==> config.mk <==
export PLATFORM = sky130hd
export DESIGN_NAME = bullet_scheduler
export DESIGN_NICKNAME = d
export VERILOG_FILES = /design/src/rtl/bullet_scheduler.sv
export SDC_FILE = /design/constraint.sdc
export NUM_CORES = 1
export LEC_CHECK = 0
export BUFFER_PORTS_ARGS = -buffer_cell sky130_fd_sc_hd__buf_2
export CAP_MARGIN = 40
export CORE_MARGIN = 2
export CORE_UTILIZATION = 50
export CTS_CLUSTER_DIAMETER = 60
export DETAILED_ROUTE_END_ITERATION = 12
export GPL_ROUTABILITY_DRIVEN = 0
export PLACE_DENSITY = 0.82
export SYNTH_ARGS = -nofsm -noshare
export SYNTH_HDL_FRONTEND = slang
export SYNTH_SLANG_ARGS = --single-unit
==> constraint.sdc <==
create_clock -name clk_60hz -period 2.1 [get_ports clk_60hz]
set_input_delay 0 -clock clk_60hz [delete_from_list [all_inputs] [get_ports clk_60hz]]
set_output_delay 0 -clock clk_60hz [all_outputs]
set_load 0.005 [all_outputs]
==> src/rtl/bullet_scheduler.sv <==
// rtl/bullet_scheduler.sv - player bullet fire controller: edge-detected shots, round-robin slots, cooldown, magazine reload
module bullet_scheduler #(
    parameter int NUM_SLOTS = 4,
    parameter int COOLDOWN  = 8,
    parameter int MAG_SIZE  = 8,
    parameter int RELOAD    = 90
) (
    input  logic                 clk_60hz,
    input  logic                 reset,
    input  logic                 shoot_up,
    input  logic                 shoot_down,
    input  logic [NUM_SLOTS-1:0] slot_busy,
    input  logic [NUM_SLOTS-1:0] hit,
    output logic [NUM_SLOTS-1:0] fire,
    output logic [NUM_SLOTS-1:0] kill,
    output logic                 dir,
    output logic [3:0]           ammo,
    output logic                 reloading,
    output logic [15:0]          shots_fired
);

    localparam int PTR_W   = (NUM_SLOTS > 1) ? $clog2(NUM_SLOTS) : 1;
    localparam int CNT_MAX = (RELOAD > COOLDOWN) ? RELOAD : COOLDOWN;
    localparam int CNT_W   = $clog2(CNT_MAX + 1);

    localparam logic [CNT_W-1:0] CNT_COOL   = CNT_W'(COOLDOWN - 1);
    localparam logic [CNT_W-1:0] CNT_RELOAD = CNT_W'(RELOAD - 1);
    localparam logic [3:0]       AMMO_FULL  = 4'(MAG_SIZE);
    localparam logic [PTR_W-1:0] PTR_LAST   = PTR_W'(NUM_SLOTS - 1);

    typedef enum logic [1:0] {
        S_READY    = 2'd0,
        S_COOLDOWN = 2'd1,
        S_RELOAD   = 2'd2
    } state_t;

    state_t               state;
    state_t               state_next;
    logic [CNT_W-1:0]     cnt;
    logic [PTR_W-1:0]     rr_ptr;
    logic                 prev_shoot;

    logic                 shoot;
    logic                 press;
    logic [NUM_SLOTS-1:0] free_mask;
    logic                 found;
    logic [PTR_W-1:0]     sel;
    logic [PTR_W-1:0]     idx;
    logic [NUM_SLOTS-1:0] grant;
    logic                 accept;
    logic [3:0]           ammo_after;
    logic [NUM_SLOTS-1:0] fire_next;
    logic [PTR_W-1:0]     rr_next;

    assign shoot      = shoot_up | shoot_down;
    assign press      = shoot & ~prev_shoot;
    // A slot granted last cycle has not raised its busy flag yet, so exclude it too.
    assign free_mask  = ~slot_busy & ~fire;
    assign ammo_after = ammo - 4'd1;
    assign grant      = found ? (NUM_SLOTS'(1) << sel) : '0;
    assign fire_next  = accept ? grant : '0;
    assign rr_next    = (sel == PTR_LAST) ? '0 : sel + PTR_W'(1);

    // Round-robin search: first free slot starting at rr_ptr, wrapping at NUM_SLOTS.
    always_comb begin
        found = 1'b0;
        sel   = '0;
        idx   = rr_ptr;
        for (int i = 0; i < NUM_SLOTS; i++) begin
            if (!found && free_mask[idx]) begin
                found = 1'b1;
                sel   = idx;
            end
            idx = (idx == PTR_LAST) ? '0 : idx + PTR_W'(1);
        end
    end

    // FSM state register.
    always_ff @(posedge clk_60hz or posedge reset) begin
        if (reset) begin
            state <= S_READY;
        end else begin
            state <= state_next;
        end
    end

    // FSM next state: a shot leaves READY; the shared counter returns to READY.
    always_comb begin
        state_next = state;
        case (state)
            S_READY: begin
                if (accept) begin
                    state_next = (ammo_after == 4'd0) ? S_RELOAD : S_COOLDOWN;
                end
            end
            S_COOLDOWN: begin
                if (cnt == '0) begin
                    state_next = S_READY;
                end
            end
            S_RELOAD: begin
                if (cnt == '0) begin
                    state_next = S_READY;
                end
            end
            default: state_next = S_READY;
        endcase
    end

    // FSM outputs: a shot is taken only in READY with ammo and a free slot.
    always_comb begin
        accept    = 1'b0;
        reloading = 1'b0;
        case (state)
            S_READY:  accept    = press && (ammo != 4'd0) && found;
            S_RELOAD: reloading = 1'b1;
            default: begin
                accept    = 1'b0;
                reloading = 1'b0;
            end
        endcase
    end

    // Cooldown / reload frame counter, loaded on a shot and run down while blocked.
    always_ff @(posedge clk_60hz or posedge reset) begin
        if (reset) begin
            cnt <= '0;
        end else if (accept) begin
            cnt <= (ammo_after == 4'd0) ? CNT_RELOAD : CNT_COOL;
        end else if (state != S_READY && cnt != '0) begin
            cnt <= cnt - CNT_W'(1);
        end
    end

    // Shot bookkeeping: fire/kill pulses, pointer, direction, ammo and shot counter.
    always_ff @(posedge clk_60hz or posedge reset) begin
        if (reset) begin
            fire        <= '0;
            kill        <= '0;
            dir         <= 1'b1;
            ammo        <= AMMO_FULL;
            shots_fired <= '0;
            rr_ptr      <= '0;
            prev_shoot  <= 1'b0;
        end else begin
            prev_shoot <= shoot;
            fire       <= fire_next;
            // Fire wins over a kill aimed at the same slot in the same cycle.
            kill       <= hit & slot_busy & ~fire_next;
            if (accept) begin
                ammo   <= ammo_after;
                rr_ptr <= rr_next;
                dir    <= shoot_up;
                if (shots_fired != 16'hFFFF) begin
                    shots_fired <= shots_fired + 16'd1;
                end
            end else if (state == S_RELOAD && cnt == '0) begin
                ammo <= AMMO_FULL;
            end
        end
    end

endmodule
==> out/results.md, run 1 <==
- **status** finished, violations left
- **failing checks** negative setup slack
- **total congestion overflow** 0
- **upper clock frequency limit** 0.460 GHz
- **Final Cycle Share** 103%
- **dominant cell by count in the synthesized netlist** sky130_fd_sc_hd__dfrtp_1
- **maximum ir drop on the vdd rail** 686 uV
- **Post-Place Setup Slack** -60.2 ps
- **sum of routed wire length over all layers** 5.78 mm
- **CP Launch Type** register
- **number of failing setup endpoints in the final timing report** 19
- **Crit Path Class** register to register
- **wire per inst** 15.4 um
- **initial standard-cell utilization of the core** 52.8%
- **Cells after Synth** 243
- **HPWL after DPL** 3.60 mm
- **TritonCTS clock tree** built
- **post-synthesis register bit count** 41
- **Final Max Tran Viols** 0
- **list of most frequent post-synthesis cells** sky130_fd_sc_hd__dfrtp_1 (39), sky130_fd_sc_hd__nand2_1 (25), sky130_fd_sc_hd__nor2_1 (23)
- **number of buffers created by CTS** 5
- **kind of path behind the tightest hold check** primary input to async pin
- **share of the yosys chip area belonging to registers** 43.8%
- **number of remaining DRC errors** 0
- **TNS Setup** -423 ps
- **nets@finish** 347
- **min setup slack post-route** -72.3 ps
- **remaining antenna violation count** 0
- **total number of vias** 2155
- **sink count of the clock tree** 41
- **total of buffers placed on input and output ports** 41
- **maximum number of pins on one net before global-route repair** 42
- **headroom to the max-slew limit** 60.0%
- **drt first pass iters** 4
- **routed vias/inst** 5.73
- **WHS** 376 ps
- **die boundary width** 72.5 um
- **vertical die dimension** 72.5 um
- **area of the core** 0.00444 mm2
- **clock-pin transition on the worst setup and hold timing paths** 90 ps
- **number of top-level pins** 42
- **std cell rows** 24
- **post-layout instance count excluding filler cells** 376
- **distinct cell type count after synthesis** 47
- **Synth top area share** 41.6%
- **count of max-cap constraint violations** 0
- **clk_skew** 9.83 ps
- **Netlist Area Pre-Place** 0.00235 mm2
- **cell area power density** 1280 mW/mm2
- **PnR Total Power** 3.96 mW
- **net count after synthesis** 267
- **global-route wire length before repair** 9.43 mm
- **Avg Inst Size Synth** 9.66 um2
- **Core Util, Final** 69.5%
- **via count of the first global-routing pass** 2120
- **minimum clock period** 2170 ps
- **number of antenna diodes** 0
- **total routing usage reported by global routing** 22.6%
- **leakage power total** 1.55 nW
- **placed cells** 351
- **Crit path required time** 2340 ps
- **Clock Latency Late Sink** 300 ps
- **Post-synth ARST share** 100%
- **number of DRC markers after the initial detailed-route iteration** 152
- **area post-placement** 0.00275 mm2
- **setup repair after global routing missed its margin** yes
- **biggest fanout along the worst timing path** 5
- **slew at the pin closest to its max-slew limit** 594 ps
- **Area contributors post-synth** sky130_fd_sc_hd__dfrtp_1 (42%), sky130_fd_sc_hd__ha_1 (6.4%), sky130_fd_sc_hd__xor2_1 (4.9%)
- **most frequently used flop master after synthesis** sky130_fd_sc_hd__dfrtp_1
- **area of the die** 0.00526 mm2
- **share of post-route cells with drive strength above 1** 31.2%
- **Yosys Warn Count** 0
- **crit path capture type** register
- **maximum buffer depth of the clock tree** 2
- **root cell of the clock tree** sky130_fd_sc_hd__clkbuf_8
- **Clock H-tree levels** 2
- **worst endpoint data arrival time** 2410 ps
- **Hold Fails Final Rpt** 0
- **number of fillers in the final layout** 323
- **Synth area leader** sky130_fd_sc_hd__dfrtp_1
- **Layout Cell Area excl Fill** 0.00309 mm2
- **area growth from synthesis to final layout** 31.6%
- **antenna violations before repair** 0
- **number of enable flip-flop cells after synthesis** 0
[what timing repair did]
action | CTS | global route
buffers inserted | 1 | 1
hold buffers | 12 | 0
pin swaps | 5 | 1
endpoints found under the hold margin | 45 | 0
gates resized for setup | 2 | 9
endpoints found under the setup margin | 22 | 38
cloned | 3 | 0
[where the power goes]
| group | leakage (nW) | switching [mW] | internal (mW) | total, mW |
|---|---|---|---|---|
| Clock | 0.0687 | 0.298 | 0.479 | 0.777 |
| Sequential | 0.515 | 0.193 | 1.02 | 1.21 |
| Combinational | 0.963 | 1.05 | 0.922 | 1.98 |
| Total | 1.55 | 1.55 | 2.42 | 3.96 |
[cell families (layout without fill, tap and decap cells)]
logic type | count (synthesis) | count (layout) | share of synthesized area [%]
and+or+nand+nor | 108 | 111 | 24.9
DFF | 41 | 41 | 43.8
AOI/OAI and AO/OA | 37 | 37 | 9.65
xor gates and xnor gates | 19 | 19 | 7.09
buffers and inverters | 18 | 96 | 3.52
adders and majority gates | 12 | 12 | 6.40
muxes | 8 | 8 | 4.58
[cell usage in the layout, fill, tap and decap left out, drive strengths merged, types with 4 or more instances in the layout]
cell	synthesis	routed
xor2	13	13
or2	4	4
dlygate4sd3	0	12
buf	6	64
nor2	24	24
a21oi	14	14
nor4	4	4
xnor2	6	6
inv	12	13
mux2i	4	4
nand3	14	15
nand2	25	25
and3	5	5
clkbuf	0	5
dfrtp	39	39
nor3	12	12
nand4	4	4
and2	4	5
ha	12	12
o21ai	11	11
[layer usage]
metal	GRT usage [%]	part of all wire, %
met5	0	0
met4	9.67	2.8
met3	4.17	4.4
met2	40.3	50
met1	26.7	42
[critical path: stages, from the launching register on]
cell	delay [ps]
sky130_fd_sc_hd__dfrtp_1	410
sky130_fd_sc_hd__nor2_1	380
sky130_fd_sc_hd__a21oi_1	170
sky130_fd_sc_hd__nor2_1	150
sky130_fd_sc_hd__o21ai_0	110
sky130_fd_sc_hd__o211ai_1	230
sky130_fd_sc_hd__inv_1	140
sky130_fd_sc_hd__ha_1	220
sky130_fd_sc_hd__and3_1	170
sky130_fd_sc_hd__nor2_1	120
[layout make-up]
class	count	area, um2	area share [%]
Multi-Input combinational cell	187	1320	42.6
Sequential cell	41	1030	33.3
Clock buffer	5	68.8	2.23
Tap cell	52	65.1	2.11
Timing Repair Buffer	76	498	16.1
Inverter	12	45.0	1.46
Clock inverter	3	68.8	2.23
[registers in the layout, summed over array words and instances (netlist names)]
signal and count:
shots_fired 16, cnt 7, ammo 4, fire 4, kill 4, rr_ptr 2, state 2, dir 1
prev_shoot 1
[final timing paths]
path	start	end	slack [ps]	depth (start not counted)
worst max-delay path	fire[0]$_DFF_PP0_	kill[1]$_DFF_PP0_	-70	9
worst min-delay path	reset	kill[0]$_DFF_PP0_	380	4
worst max register to register	fire[0]$_DFF_PP0_	kill[1]$_DFF_PP0_	-70	9
worst min register to register	dir$_DFFE_PP1P_	dir$_DFFE_PP1P_	460	2
max in group asynchronous	reset	dir$_DFFE_PP1P_	1340	4
min in group clk_60hz	dir$_DFFE_PP1P_	dir$_DFFE_PP1P_	460	2
Note: power is estimated with default switching activity, not from simulation.
==> run 2, diff against run 1 <==
--- a/config.mk
+++ b/config.mk
@@ -7,12 +7,15 @@
 export LEC_CHECK = 0
 export BUFFER_PORTS_ARGS = -buffer_cell sky130_fd_sc_hd__buf_2
 export CAP_MARGIN = 40
+export CELL_PAD_IN_SITES_DETAIL_PLACEMENT = 0
+export CELL_PAD_IN_SITES_GLOBAL_PLACEMENT = 1
 export CORE_MARGIN = 2
-export CORE_UTILIZATION = 50
+export CORE_UTILIZATION = 38
 export CTS_CLUSTER_DIAMETER = 60
 export DETAILED_ROUTE_END_ITERATION = 12
 export GPL_ROUTABILITY_DRIVEN = 0
-export PLACE_DENSITY = 0.82
+export PLACE_DENSITY = 0.81
+export SLEW_MARGIN = 30
 export SYNTH_ARGS = -nofsm -noshare
 export SYNTH_HDL_FRONTEND = slang
 export SYNTH_SLANG_ARGS = --single-unit
==> out/results.md, run 2 (synthesis results as in run 1) <==
- **leakage power total** 1.57 nW, +1.7%
- **Hold Fails Final Rpt** 0, unchanged
- **minimum clock period** 2110 ps, -60.1 ps
- **total number of vias** 2055, -4.6%
- **vertical die dimension** 82.6 um, +14%
- **largest register by flop count** shots_fired
- **met2 routing resource usage after global routing** 30.2%, -10 points
- **headroom to the max-slew limit** 65.7%, +5.7 points
- **area growth from synthesis to final layout** 39.6%
- **count of max-cap constraint violations** 0, unchanged
- **HPWL after DPL** 3.77 mm, +4.6%
- **cell area power density** 1240 mW/mm2, -3.7%
- **number of remaining DRC errors** 0, unchanged
- **min setup slack post-route** -12.3 ps, +60.1 ps
- **number of failing setup endpoints in the final timing report** 2, -17
- **routed vias/inst** 5.07, -11%
- **crit path capture type** register
- **number of antenna diodes** 0, unchanged
- **Post-Place Setup Slack** -33.4 ps, +26.8 ps
- **most common cell after layout, fill and taps aside** sky130_fd_sc_hd__buf_2
- **remaining antenna violation count** 0, unchanged
- **clk_skew** 7.95 ps, -1.88 ps
- **initial standard-cell utilization of the core** 39.4%, -13 points
- **max reg flops** 16, unchanged
- **via count of the first global-routing pass** 2024, -4.5%
- **clock-pin transition on the worst setup and hold timing paths** 80 ps, about the same
- **number of buffers created by CTS** 5, unchanged
- **slew at the pin closest to its max-slew limit** 515 ps, -79.8 ps
- **GR peak layer** met2
- **slowest stage cell on the critical path** sky130_fd_sc_hd__mux4_2
- **top cell family by delay on the critical path** simple AND/OR/NAND/NOR gates
- **number of top-level pins** 42, unchanged
- **kind of path behind the tightest hold check** primary input to async pin
- **commonest cells after routing, fill and taps aside** sky130_fd_sc_hd__buf_2 (41), sky130_fd_sc_hd__dfrtp_1 (39), sky130_fd_sc_hd__buf_4 (28), sky130_fd_sc_hd__nand2_1 (24), sky130_fd_sc_hd__nor2_1 (17)
- **share of post-route cells with drive strength above 1** 38.5%, +7.3 points
- **Clock Latency Late Sink** 290 ps, about the same
- **failing checks** negative setup slack
- **upper clock frequency limit** 0.473 GHz, +2.8%
- **root cell of the clock tree** sky130_fd_sc_hd__clkbuf_8
- **maximum buffer depth of the clock tree** 2, unchanged
- **biggest fanout along the worst timing path** 7, +2
- **total of buffers placed on input and output ports** 41, unchanged
- **CP Launch Type** register
- **sum of routed wire length over all layers** 5.38 mm, -6.9%
- **Clock H-tree levels** 2, unchanged
- **area of the core** 0.00596 mm2, +34%
- **status** finished, violations left
- **die boundary width** 82.6 um, +14%
- **post-layout instance count excluding filler cells** 405, +7.7%
- **CP peak stage delay** 520 ps, +110 ps
- **Buf+Inv Stages, Crit Path** 1, unchanged
- **area of the die** 0.00682 mm2, +30%
- **Crit Path Class** register to register
- **worst endpoint data arrival time** 2290 ps, -120 ps
- **setup repair after global routing missed its margin** yes
- **Final Cycle Share** 101%, -2.9 points
- **sink count of the clock tree** 41, unchanged
- **number of DRC markers after the initial detailed-route iteration** 41, -73%
- **total routing usage reported by global routing** 16.6%, -6.1 points
- **nets@finish** 353, +1.7%
- **total congestion overflow** 0, unchanged
- **placed cells** 378, +7.7%
- **drt first pass iters** 4, unchanged
- **Final Max Tran Viols** 0, unchanged
- **std cell rows** 28, +17%
- **global-route met3 utilization** 3.26%, -0.91 points
- **Crit path required time** 2270 ps, -70 ps
- **maximum number of pins on one net before global-route repair** 42, unchanged
- **TritonCTS clock tree** built
- **wire per inst** 13.3 um, -14%
- **cell-by-cell listing of the critical path** ha_4 -> nor2_4 -> mux4_2 -> nand4b_4 -> nand3_4 -> buf_12 -> nor3_2 -> xor2_1
- **largest registers** shots_fired (16), cnt (7)
- **global-route track usage on met1** 19.8%, -6.8 points
- **global-route wire length before repair** 8.80 mm, -6.6%
- **maximum ir drop on the vdd rail** 638 uV, -7.0%
- **antenna violations before repair** 0, unchanged
[run 2: worst register-to-register path: cells and delay by family (launching register included)]
kind | cells | cell delay (ps)
and+or+nand+nor | 4 | 590
muxes | 1 | 520
DFF | 1 | 420
adders and majority gates | 1 | 180
xor gates and xnor gates | 1 | 150
buffers and inverters | 1 | 140
[run 2: path summary, 6_finish.rpt]
path | startpoint | end | slack [ps] | cells after the start
setup / recovery | rr_ptr[0]$_DFFE_PP0P_ | shots_fired[7]$_DFFE_PP0P_ | -10 | 8
hold / removal | reset | shots_fired[14]$_DFFE_PP0P_ | 360 | 4
setup reg to reg | rr_ptr[0]$_DFFE_PP0P_ | shots_fired[7]$_DFFE_PP0P_ | -10 | 8
hold reg to reg | dir$_DFFE_PP1P_ | dir$_DFFE_PP1P_ | 460 | 2
max in group asynchronous | reset | ammo[3]$_DFFE_PP1P_ | 1350 | 4
min in group clk_60hz | shoot_down | prev_shoot$_DFF_PP0_ | 430 | 4
[run 2: cell type report]
| class | instances | area [um2] |
|---|---|---|
| Clock inverter | 1 | 30.0 |
| Sequential cell | 41 | 1030 |
| Timing Repair Buffer | 84 | 588 |
| Tap cell | 75 | 93.8 |
| Inverter | 12 | 45.0 |
| Multi-Input combinational cell | 185 | 1400 |
| Fill cell | 526 | 2680 |
| Clock buffer | 7 | 86.3 |
[run 2: metrics by stage]
step                util (%)  hold slack [ps]  power (mW)  setup TNS (ps)  cell area [um2]
global placement        47.1              166        2.95           -17.8             2810
floorplan                  -             83.0        2.42            -385             2360
CTS                     51.8              387        3.73           -18.4             3090
detailed placement      47.1              156        2.99            -197             2810
global route            55.0              442        4.39           -2110             3280
finish                  55.0              363        4.05           -17.8             3280
[run 2: layer usage]
layer	share of wire, %	vias up	wire (um)
li1	-	1028	-
met1	44	986	2380
met2	52	38	2770
met3	3.5	3	190
met4	0.73	0	39
met5	0	-	0
[run 2: timing repair]
| item | in CTS | in global routing |
|---|---|---|
| buffers inserted | 3 | 4 |
| pin swaps | 1 | 6 |
| setup endpoints to repair | 15 | 38 |
| hold endpoints to repair | 45 | 0 |
| cloned | 0 | 1 |
| hold buffers | 11 | 0 |
| gates resized for setup | 5 | 33 |
[run 2: power breakdown]
| group | switching, mW | internal [mW] | leakage [nW] | total, mW |
|---|---|---|---|---|
| combinational | 1.06 | 1.10 | 1.00 | 2.16 |
| clock | 0.266 | 0.388 | 0.0585 | 0.654 |
| sequential | 0.218 | 1.02 | 0.515 | 1.23 |
==> run 3, diff against run 2 <==
--- a/config.mk
+++ b/config.mk
@@ -5,12 +5,13 @@
 export SDC_FILE = /design/constraint.sdc
 export NUM_CORES = 1
 export LEC_CHECK = 0
+export ABC_AREA = 1
 export BUFFER_PORTS_ARGS = -buffer_cell sky130_fd_sc_hd__buf_2
 export CAP_MARGIN = 40
 export CELL_PAD_IN_SITES_DETAIL_PLACEMENT = 0
 export CELL_PAD_IN_SITES_GLOBAL_PLACEMENT = 1
 export CORE_MARGIN = 2
-export CORE_UTILIZATION = 38
+export CORE_UTILIZATION = 37
 export CTS_CLUSTER_DIAMETER = 60
 export DETAILED_ROUTE_END_ITERATION = 12
 export GPL_ROUTABILITY_DRIVEN = 0
==> out/results.md, run 3 <==
- **Final Cycle Share** 97.6%, -3.0 points
- **total number of vias** 2332, +13%
- **endpoint of the lowest-slack register-to-register path** kill[1]$_DFF_PP0_
- **area growth from synthesis to final layout** 23.0%
- **share of the yosys chip area belonging to registers** 39.6%, -4.3 points
- **Netlist Area Pre-Place** 0.00260 mm2, +11%
- **Crit Path Class** register to register
- **total routing usage reported by global routing** 16.5%, -0.087 points
- **CP Launch Type** register
- **via count of the first global-routing pass** 2233, +10%
- **Layout Cell Area excl Fill** 0.00320 mm2, -2.4%
- **number of DRC markers after the initial detailed-route iteration** 105, +160%
- **remaining antenna violation count** 0, unchanged
- **area post-placement** 0.00293 mm2, +4.6%
- **R2R Path Start** rr_ptr[1]$_DFFE_PP0P_
- **Hold EP** kill[0]$_DFF_PP0_
- **cell-by-cell listing of the critical path** ha_4 -> inv_6 -> nand2_2 -> nand2_2 -> nand2_2 -> nand3_4 -> nor2_4 -> nand2_2 -> nand3_2 -> nand2_2 -> inv_2 -> ha_1 -> inv_1 -> o21bai_1 -> inv_1
- **Cells on Worst Hold Path** 4
- **number of buffers created by CTS** 5, unchanged
- **Final Max Tran Viols** 0, unchanged
- **most frequently used flop master after synthesis** sky130_fd_sc_hd__dfrtp_1
- **total congestion overflow** 0, unchanged
- **count of max-cap constraint violations** 0, unchanged
- **share of post-route cells with drive strength above 1** 26.5%, -12 points
- **max reg flops** 16, unchanged
- **leakage power total** 1.66 nW, +5.2%
- **largest registers** shots_fired (16), cnt (7)
- **status** completed
- **clock-pin transition on the worst setup and hold timing paths** 80 ps, about the same
- **antenna violations before repair** 0, unchanged
- **list of most frequent post-synthesis cells** sky130_fd_sc_hd__nand2_1 (101), sky130_fd_sc_hd__dfrtp_1 (39), sky130_fd_sc_hd__inv_1 (36)
- **biggest fanout along the worst timing path** 6, -1
- **vertical die dimension** 87.8 um, +6.3%
- **fraction of power consumed by the clock network** 13.6%, -2.6 points
- **Post-Place Setup Slack** -61.5 ps, -28.1 ps
- **area of the die** 0.00771 mm2, +13%
- **crit path capture type** register
- **sink count of the clock tree** 41, unchanged
- **Crit path required time** 2300 ps, +30 ps
- **number of remaining DRC errors** 0, unchanged
- **Area contributors post-synth** sky130_fd_sc_hd__dfrtp_1 (38%), sky130_fd_sc_hd__nand2_1 (15%), sky130_fd_sc_hd__nand3_1 (6.4%)
- **Hold Fails Final Rpt** 0, unchanged
- **Synth top area share** 37.5%, -4.0 points
- **number of antenna diodes** 0, unchanged
- **number of enable flip-flop cells after synthesis** 0, unchanged
- **routed vias/inst** 4.77, -6.0%
- **largest register by flop count** shots_fired
- **setup repair after global routing missed its margin** yes
- **min setup slack post-route** 50.2 ps, +62.5 ps
- **drt first pass iters** 4, unchanged
- **Post-synth ARST share** 100%, unchanged
- **Clock Latency Late Sink** 310 ps, +20 ps
- **maximum ir drop on the vdd rail** 544 uV, -15%
- **std cell rows** 30, +7.1%
- **global-route track usage on met1** 21.0%, +1.2 points
- **commonest cells after routing, fill and taps aside** sky130_fd_sc_hd__nand2_1 (94), sky130_fd_sc_hd__buf_2 (41), sky130_fd_sc_hd__dfrtp_1 (39), sky130_fd_sc_hd__nand3_1 (31), sky130_fd_sc_hd__inv_1 (31)
- **clk_skew** 10.4 ps, +2.40 ps
- **global-route wire length before repair** 10.1 mm, +15%
- **most frequent cell on the critical path** sky130_fd_sc_hd__nand2_2
- **CP peak stage delay** 430 ps, -90 ps
- **PnR Total Power** 4.23 mW, +4.4%
- **number of fillers in the final layout** 692, +32%
- **kind of path behind the tightest hold check** primary input to register
- **hold_sp** hit[0]
- **most common cell after layout, fill and taps aside** sky130_fd_sc_hd__nand2_1
- **distinct cell type count after synthesis** 34, -28%
- **Internal Power** 2.28 mW, -9.2%
- **net count after synthesis** 357, +34%
- **headroom to the max-slew limit** 63.8%, -1.9 points
- **die boundary width** 87.8 um, +6.3%
- **upper clock frequency limit** 0.488 GHz, +3.0%
- **Synth area leader** sky130_fd_sc_hd__dfrtp_1
- **number of top-level pins** 42, unchanged
- **worst endpoint data arrival time** 2240 ps, -50 ps
- **r2r setup slk** 50 ps, +60 ps
- **HPWL after DPL** 4.20 mm, +11%
- **maximum number of pins on one net before global-route repair** 42, unchanged
- **wire per inst** 12.5 um, -5.5%
- **maximum buffer depth of the clock tree** 2, unchanged
- **cell area power density** 1320 mW/mm2, +7.0%
- **GR peak layer** met2
- **nets@finish** 416, +18%
- **slowest stage cell on the critical path** sky130_fd_sc_hd__dfrtp_1
- **sw frac** 46.1%, +8.1 points
- **TNS Setup** 0 ps, +17.8 ps
- **number of failing setup endpoints in the final timing report** 0, -2
- **TritonCTS clock tree** built
- **met2 routing resource usage after global routing** 28.7%, -1.5 points
- **power dissipated by switching net loads** 1.95 mW, +27%
- **global-route met3 utilization** 3.30%, +0.038 points
- **Cells after Synth** 333, +37%
- **register share of total power** 28.4%, -2.1 points
- **dominant cell by count in the synthesized netlist** sky130_fd_sc_hd__nand2_1
- **post-synthesis register bit count** 41, unchanged
- **initial standard-cell utilization of the core** 38.3%, -1.1 points
- **Clock H-tree levels** 2, unchanged
- **minimum clock period** 2050 ps, -62.5 ps
- **root cell of the clock tree** sky130_fd_sc_hd__clkbuf_8
- **count of cells along the worst register-to-register path** 15, +7
- **Yosys Warn Count** 0, unchanged
- **share of power burned in combinational logic** 57.9%, +4.6 points
- **Avg Inst Size Synth** 7.81 um2, -19%
- **slew at the pin closest to its max-slew limit** 543 ps, +28.7 ps
- **sum of routed wire length over all layers** 6.14 mm, +14%
- **area of the core** 0.00679 mm2, +14%
- **total of buffers placed on input and output ports** 41, unchanged
-- run 3: cell types whose count changed after synthesis, moves of 5 or more --
cell	before	now
sky130_fd_sc_hd__nand3_1	13	33
sky130_fd_sc_hd__inv_1	12	36
sky130_fd_sc_hd__nand2_1	25	101
sky130_fd_sc_hd__and3_1	5	0
sky130_fd_sc_hd__nor2_1	23	29
sky130_fd_sc_hd__a21oi_1	14	3
-- run 3: kinds of logic (layout without fill, tap and decap cells) --
logic type      Yosys count  after routing  share of synthesized area, %
fa+ha+maj                12             12                          5.77
buf+inv                  45            104                          8.37
flops                    41             41                          39.6
compound gates           25             25                          5.97
xor+xnor                 19             19                          6.40
simple gates            191            192                          33.9
-- run 3: per-stage QoR --
stage,instances,hold slack (ps),util [%]
floorplan,333,89.7,-
global placement,473,160,43.2
detailed placement,473,174,43.2
CTS,484,9.27,45.2
global route,489,44.1,47.1
finish,489,15.5,47.1
-- run 3: worst max path at each step --
stage | from | to | slack (ps) | cells after the start
after floorplan | rr_ptr[0]$_DFFE_PP0P_ | rr_ptr[1]$_DFFE_PP0P_ | 40 | 13
after global placement | rr_ptr[1]$_DFFE_PP0P_ | kill[1]$_DFF_PP0_ | 7 | 15
after detailed placement | rr_ptr[1]$_DFFE_PP0P_ | kill[1]$_DFF_PP0_ | -60 | 15
after CTS | fire[1]$_DFF_PP0_ | rr_ptr[1]$_DFFE_PP0P_ | 2 | 13
after global routing | rr_ptr[1]$_DFFE_PP0P_ | kill[1]$_DFF_PP0_ | -80 | 15
final | rr_ptr[1]$_DFFE_PP0P_ | kill[1]$_DFF_PP0_ | 50 | 15
-- run 3: critical path: cells and delay by family, from the launching register on --
| kind | cells | cell delay (ps) |
|---|---|---|
| adders and majority gates | 2 | 470 |
| DFF | 1 | 430 |
| AOI/OAI and AO/OA | 1 | 140 |
| buffers and inverters | 4 | 230 |
| and+or+nand+nor | 8 | 670 |
-- run 3: timing repair --
item | in CTS | in global routing
gates resized for setup | 1 | 28
pin swaps | 0 | 10
hold endpoints to repair | 41 | 0
gates cloned | 0 | 1
setup buffers | 0 | 4
setup endpoints to repair | 4 | 32
hold buffers | 3 | 0
-- run 3: power by group through the flow --
| stage | clock network, mW | logic (mW) | registers, mW |
|---|---|---|---|
| after floorplan | 0 | 1.57 | 1.20 |
| after global placement | 0 | 2.03 | 1.20 |
| after detailed placement | 0 | 2.08 | 1.21 |
| after CTS | 0.591 | 2.12 | 1.20 |
| after global routing | 0.612 | 2.78 | 1.23 |
| final | 0.575 | 2.45 | 1.20 |
-- run 3: layer usage --
layer | wire (um) | vias to the layer above
li1 | - | 1176
met1 | 2920 | 1101
met2 | 2900 | 49
met3 | 266 | 6
met4 | 60 | 0
met5 | 0 | -
-- run 3: area by class of cell --
class	instances	area, um2	share of cell area [%]
inverter	38	163	5.09
tap	96	120	3.76
multi-input combinational	248	1440	44.9
sequential	41	1030	32.2
timing repair buffer	58	353	11.0
clock inverter	2	13.8	0.431
clock buffer	6	82.6	2.58
